`src/rtl/lsu_mem_port.sv`:
```
// lsu_mem_port: single-outstanding load/store port between a core and a
// word-wide synchronous memory.
//   req_*  : core request (valid/ready), RV32I funct3 width/sign code
//   resp_* : core response (valid/ready), formatted load data and error flag
//   mem_*  : word address, registered one-cycle ld/str strobes, byte enables,
//            lane-positioned store data; mem_rdata arrives the cycle after
//            mem_ld is sampled
// Flow: IDLE -> RESP (error), IDLE -> ACCESS -> RESP (store),
//       IDLE -> ACCESS -> WAIT -> RESP (load).
module lsu_mem_port #(
  parameter int ADDWIDTH = 12
) (
  input  logic                clk,
  input  logic                rst,
  input  logic                req_valid,
  output logic                req_ready,
  input  logic                req_we,
  input  logic [2:0]          req_funct3,
  input  logic [31:0]         req_addr,
  input  logic [31:0]         req_wdata,
  output logic                resp_valid,
  input  logic                resp_ready,
  output logic [31:0]         resp_rdata,
  output logic                resp_err,
  output logic [ADDWIDTH-1:0] mem_addr,
  output logic                mem_ld,
  output logic                mem_str,
  output logic [3:0]          mem_be,
  output logic [31:0]         mem_wdata,
  input  logic [31:0]         mem_rdata
);

  localparam logic [1:0] S_IDLE   = 2'd0;
  localparam logic [1:0] S_ACCESS = 2'd1;
  localparam logic [1:0] S_WAIT   = 2'd2;
  localparam logic [1:0] S_RESP   = 2'd3;

  logic [1:0]  state;
  logic        we_q;
  logic [2:0]  f3_q;
  logic [1:0]  off_q;
  logic        req_err;
  logic [3:0]  st_be;
  logic [31:0] st_wd;
  logic [31:0] lane;
  logic [31:0] ld_data;

  assign req_ready  = (state == S_IDLE);
  assign resp_valid = (state == S_RESP);

  // Request legality, evaluated on the raw request in IDLE.
  always_comb begin
    req_err = 1'b0;
    case (req_funct3)
      3'b000, 3'b100: req_err = 1'b0;
      3'b001, 3'b101: req_err = req_addr[0];
      3'b010:         req_err = |req_addr[1:0];
      default:        req_err = 1'b1;
    endcase
    // Unsigned widths have no store form.
    if (req_we && req_funct3[2]) req_err = 1'b1;
    if ((req_addr >> (ADDWIDTH + 2)) != 32'd0) req_err = 1'b1;
  end

  // Store lane placement: replicate so the enabled lanes carry the data
  // regardless of offset.
  always_comb begin
    case (req_funct3[1:0])
      2'b00: begin
        st_be = 4'b0001 << req_addr[1:0];
        st_wd = {4{req_wdata[7:0]}};
      end
      2'b01: begin
        st_be = 4'b0011 << req_addr[1:0];
        st_wd = {2{req_wdata[15:0]}};
      end
      default: begin
        st_be = 4'b1111;
        st_wd = req_wdata;
      end
    endcase
  end

  // Load formatting: shift the addressed lane down, then extend.
  always_comb begin
    lane = mem_rdata >> {off_q, 3'b000};
    case (f3_q)
      3'b000:  ld_data = {{24{lane[7]}}, lane[7:0]};
      3'b001:  ld_data = {{16{lane[15]}}, lane[15:0]};
      3'b100:  ld_data = {24'd0, lane[7:0]};
      3'b101:  ld_data = {16'd0, lane[15:0]};
      default: ld_data = lane;
    endcase
  end

  always_ff @(posedge clk or posedge rst) begin
    if (rst) begin
      state      <= S_IDLE;
      we_q       <= 1'b0;
      f3_q       <= 3'd0;
      off_q      <= 2'd0;
      resp_rdata <= 32'd0;
      resp_err   <= 1'b0;
      mem_addr   <= '0;
      mem_ld     <= 1'b0;
      mem_str    <= 1'b0;
      mem_be     <= 4'd0;
      mem_wdata  <= 32'd0;
    end else begin
      case (state)
        S_IDLE: begin
          if (req_valid) begin
            we_q       <= req_we;
            f3_q       <= req_funct3;
            off_q      <= req_addr[1:0];
            resp_rdata <= 32'd0;
            if (req_err) begin
              resp_err <= 1'b1;
              state    <= S_RESP;
            end else begin
              state    <= S_ACCESS;
              mem_addr <= req_addr[ADDWIDTH+1:2];
              mem_ld   <= ~req_we;
              mem_str  <= req_we;
              if (req_we) begin
                mem_be    <= st_be;
                mem_wdata <= st_wd;
              end
            end
          end
        end
        S_ACCESS: begin
          mem_ld    <= 1'b0;
          mem_str   <= 1'b0;
          mem_be    <= 4'd0;
          mem_wdata <= 32'd0;
          if (we_q) begin
            mem_addr <= '0;
            state    <= S_RESP;
          end else begin
            state    <= S_WAIT;
          end
        end
        S_WAIT: begin
          resp_rdata <= ld_data;
          mem_addr   <= '0;
          state      <= S_RESP;
        end
        S_RESP: begin
          if (resp_ready) begin
            resp_err   <= 1'b0;
            resp_rdata <= 32'd0;
            state      <= S_IDLE;
          end
        end
      endcase
    end
  end

endmodule

```
`config.mk`:
```
export PLATFORM = sky130hd
export DESIGN_NAME = lsu_mem_port
export DESIGN_NICKNAME = d
export VERILOG_FILES = /design/src/rtl/lsu_mem_port.sv
export SDC_FILE = /design/constraint.sdc
export NUM_CORES = 1
export LEC_CHECK = 0
export ABC_CLOCK_PERIOD_IN_PS = 4300
export CAP_MARGIN = 10
export CELL_PAD_IN_SITES_DETAIL_PLACEMENT = 0
export CELL_PAD_IN_SITES_GLOBAL_PLACEMENT = 1
export CORE_MARGIN = 1.5
export CORE_UTILIZATION = 34
export CTS_CLUSTER_DIAMETER = 100
export DETAILED_ROUTE_END_ITERATION = 8
export PLACE_DENSITY_LB_ADDON = 0.1
export SLEW_MARGIN = 10
export SYNTH_ARGS = -nofsm -noshare
export SYNTH_HDL_FRONTEND = slang
export SYNTH_SLANG_ARGS = --single-unit
export TNS_END_PERCENT = 10
```
`constraint.sdc`:
```
create_clock -name clk -period 4.3 [get_ports clk]
set_input_delay 1.29 -clock clk [delete_from_list [all_inputs] [get_ports clk]]
set_output_delay 1.29 -clock clk [all_outputs]
set_load 0.05 [all_outputs]
```
# Word level (Yosys, flattened, before mapping)
# Cells that the tools add are included.
# op_classes
n_eq_ne	17
n_shift	3
mux	36
bitwise	1
n_reduce_logical	20
# op_table
op	count
2-to-1 mux 32 bit	5
one-hot mux 32 bit (2 select lines)	2
one-hot mux 32 bit (4 select lines)	1
one-hot mux 32 bit (3 select lines)	1
2-to-1 mux 12 bit	3
one-hot mux 12 bit (3 select lines)	1
nonzero test 32 bit	1
>> shifter 32 x 5 -> 32 bit	1
one-hot mux 4 bit (2 select lines)	2
equality test 3 bit (second input constant)	4
2-to-1 mux 4 bit	3
AND reduction 4 bit	3
2-to-1 mux 1 bit	10
one-hot mux 2 bit (4 select lines)	1
equality test 3 x 1 -> 1 bit (second input constant)	2
zero test 3 bit	2
2-to-1 mux 2 bit	3
!= test 2 x 1 -> 1 bit (second input constant)	3
!= test 2 bit (second input constant)	3
one-hot mux 1 bit (2 select lines)	3
AND reduction 3 bit	2
nonzero test 3 bit	2
OR reduction 2 bit	3
equality test 2 x 1 -> 1 bit (second input constant)	2
10 further kinds	14
# word_totals
reg_bits	91
inputBits	104

# Longest topological paths before layout
# logic_depth
ltp_word	8
ltp_mapped	9
mapped_depth_nobuf	6

# Worst setup path before layout
# No wires, ideal clock.
# synth_path
path_kind	input port to flip-flop
startpoint	input port req_addr[15]
endpoint	register mem_wdata[0]
setup_time_ps	79
arrival_time_ps	2637
path_slack_ps	1584
stages	6
n_path_buf	2
path_cell_list	nor4_1 -> o2111ai_2 -> nor3_1 -> buf_4 -> buf_6 -> mux2i_1
# synth_via
elab_chain_len	4
# synth_rtl
element	line	text
start, declared	19	input logic [31:0] req_addr,
nonzero test 32 bit	62	if ((req_addr >> (ADDWIDTH + 2)) != 32'd0) req_err = 1'b1;
2-to-1 mux 1 bit	62	
!= test 2 bit (no line)	n/a	
AND reduction 4 bit (no line)	n/a	
end signal, assigned	127	mem_wdata <= st_wd;
end, declared	29	output logic [31:0] mem_wdata,
# Every way passes these cells.
# A chain may end at the register's enable or synchronous reset.

# Final worst setup path
# layout_path
startpoint	input port req_funct3[1]
endpoint	register mem_wdata[21]
# layout_via
elab_chain_len	7
word_cells_on_any_way	19
# layout_rtl
element	line	text
start, declared	18	input logic [2:0] req_funct3,
equality test 3 x 1 -> 1 bit, or another cell as far along	54	case (req_funct3)
OR reduction 2 bit	54	
one-hot mux 1 bit (3 select lines)	54	
2-to-1 mux 1 bit	61	if (req_we && req_funct3[2]) req_err = 1'b1;
2-to-1 mux 1 bit	62	
!= test 2 bit (no line)	n/a	
AND reduction 4 bit (no line)	n/a	
# Several ways; a longest one is shown, not always the timed one. The select of a mux whose other input is x is not followed.

==> results.md <==
- Total CTS buffers: 9
- Family with the most delay on the worst path: compound AO/OA/AOI/OAI gates
- Worst path depth: 4
- Post-CTS Setup Inserts: 0
- Die H: 127 microns
- Final Util: between 50 and 60%
- Max-cap viol count: 0
- Cell variety after synth: 49
- Fill cells: 1,429
- DR DRC count: 0
- Hold Vio Cnt, Final: 0
- Global Route Usage Sum: 21.1%
- Arrival @ worst endpoint: 3.72 ns
- Async SR Flop Fraction: 100%
- P per Cell Area: 637 nW/um^2
- Ys flop type: dfrtp_1
- Tmin final: between 3 and 4 ns
- Placed cells: 872
- Largest net degree at the start of global routing: 80
- Post-CTS Hold Fix Bufs: 0
- CTS root buffer: clkbuf_16
- Crit path to: mem_wdata[21]
- Htree depth: 3
- DRT iter0 DRCs: 260
- CP Class: in -> reg
- # IOs: 189
- Die W: 127 microns
- Final WL: 16.7 mm
- Initial antenna violation count: 0
- ANT cells: 0
- R2R Path Start: off_q[1]
- First-pass GRT wire length: 26.9 mm
- Post-synthesis compound-gate area fraction: between 20% and 30%
- Number of buffers added on ports: 188
- Mux cell area share after synthesis: 15.0%
- FF-to-FF setup slack: 1.61 ns
- Final setup TNS: 0 ns
- TritonCTS clock tree: done
- Status: finished, final reports clean
- Grt total ovfl: 0
- Starting Density: roughly a third
- Overall via count from detail_route: between 4,000 and 5,000
- Crit path max-delay cell type: clkdlybuf4s50_1
- CP Capture Type: register
- Leading post-synthesis cells by cell area: dfrtp_1 (44%), mux2i_1 (12%), nand2_1 (6.1%), o21ai_0 (3.9%), a32oi_1 (3.7%)
- CP max stage delay: 0.85 ns
- Via density: 5.43
- Crit Path Max Fanout: 21
- Post-Place Setup Slack: around 0.46 ns
- Worst-Margin Slew: 1.04 ns
- PostCTS Resize Cnt: 0
- Period utilisation layout: 81.5%
- Synth top cells by count: dfrtp_1 (91), nand2_1 (85), mux2i_1 (60)
- Rows: 45
- Synthesized flop and latch total: around 90
- Simple-gate share of the synthesized area: about an eighth
- Pleak: 3.06 nW
- Deepest clock path buffer count: 2
- Most common cell in the netlist: dfrtp_1
- Post-synthesis adder-cell area fraction: less than 1%
- Startpoint types: primary input
- Clock Sinks: 91
- Synth Area in XOR/XNOR: 0%
- Post-synth top area share: 43.7%
- Mapped cell area: 5210 sq um
- Pins Over Slew Limit: 0
- FF-to-FF End: resp_rdata[25]
- Worst-skew pair later-pin latency: 0.34 ns
- Antenna Nets Post-Route: 0
- Drt pass-1 iters: 4
- Worst EP required: between 4 and 5 ns
- Setup Viol. Count Final: 0
- Fmax: between 200 and 300 MHz
- Max transition margin: between 30 and 40%
- Post-synth EDFFs: 0
- CORE AREA: 15,100 sq um
- Worst setup path start: req_funct3[1]
- Dpl hpwl: 11.8 mm
- Fin worst setup slack: ~0.8 ns
- Min-delay worst type: reg -> reg
- Full die area: ~16,000 sq um
- Critical path buffers and inverters: 1
- Area Growth Syn to Fin: 45.1%
- Final nets: about 800
- Worst-case reg-to-reg path depth: 3
- Mean Syn Cell Area: 9.85 sq um
- Synthesized Nets: 637
- Setup repair after global routing missed its margin: false
- Drt wl/cell: 18.8 microns
- CTS clk-pin slew, worst paths: 0.07 ns
- Register area share after synthesis: 43.7%
- Sequential standard cell area: ~2300 sq um
- Peak supply drop: 237 uV
- Largest family of logic cells by synthesized area: compound AO/OA/AOI/OAI gates
- CP Cell Sequence: clkdlybuf4s50_1, o2111ai_2, or2_1, o41ai_1
- Area occupied by multi-input gates: 2670 sq um
- Synth Warn #: 0
- Syn Inst Count: 529
- Post-route insts no fill: 888
- Final Wtd Congestion: 0.860
- Hold path startpoint: resp_rdata[8]
- Vias in the first global route: 5,017
- Layout cells sized above 1: 8.00%
- Synth area leader: dfrtp_1
- Skew final: 0.00487 ns
==> through the flow <==
stage	total power, mW	hold WS (ns)	area [sq um]
after floorplan	3.11	0.465	5210
after detailed placement	3.99	0.470	7240
final	4.82	0.478	7560
after global routing	5.13	0.527	7560
after global placement	3.94	0.470	7240
after CTS	4.88	0.486	7560
==> placed cells by master, fill, tap and decap left out, drive strengths merged, types with 4 or more instances in the layout <==
master and instances:
nand3 4, mux2 13, nor2 7, buf 16
ha 4, o21bai 4, a21oi 10, o41ai 9
o311ai 20, o221ai 6, o2bb2ai 8, nand2 85
o21ai 41, dfrtp 91, o211ai 15, a21o 8
mux2i 61, clkbuf 9, nor2b 5, a22o 9
nand2b 18, nor4 4, clkdlybuf4s50 188, inv 15
a32oi 22
==> registers in the layout (all words and copies together) (netlist names) <==
name,count
mem_addr,12
we_q,1
mem_wdata,32
mem_ld,1
mem_str,1
off_q,2
f3_q,3
resp_rdata,32
state,2
resp_err,1
mem_be,4
==> logic make-up (layout without fill, tap and decap cells) <==
| logic type | count (synthesis) | after routing |
|---|---|---|
| AOI/OAI and AO/OA | 159 | 159 |
| and+or+nand+nor | 138 | 138 |
| DFF | 91 | 91 |
| muxes | 75 | 75 |
| buffers and inverters | 62 | 233 |
| adders and majority gates | 4 | 4 |
==> how the worst min path moves through the flow <==
stage / end / slack [ns] / cells past startpoint
floorplan: we_q / 0.46 / 2
global placement: resp_rdata[10] / 0.47 / 2
detailed placement: resp_rdata[8] / 0.47 / 2
CTS: resp_rdata[8] / 0.49 / 2
global route: resp_rdata[12] / 0.53 / 2
finish: resp_rdata[8] / 0.48 / 2
==> cell type report <==
class / instances / share of cell area, %
clock buffer: 9 / 2.98
clock inverter: 7 / 1.29
inverter: 13 / 0.678
multi-input combinational: 376 / 35.4
sequential: 91 / 30.1
tap: 188 / 3.11
timing repair buffer: 204 / 26.5
==> tightest hold or removal path: stages, from the launching register on <==
cell	delay [ns]
dfrtp_1	0.34
nand2_1	0.04
o21ai_0	0.06
==> per-layer routing <==
layer	track usage (%)	part of all wire, %	routed length [microns]	vias to the layer above
met1	27.8	44	7430	2349
li1	-	-	-	2305
met5	0	0	0	-
met3	6.45	7.2	1210	6
met4	4.75	0.92	153	0
met2	34.2	47	7910	159
==> where the power goes <==
group | internal, mW | switching [mW]
Sequential | 1.09 | 0.215
Combinational | 0.946 | 1.70
Clock | 0.513 | 0.359
Total | 2.55 | 2.27
(Power assumes the default switching activity.)
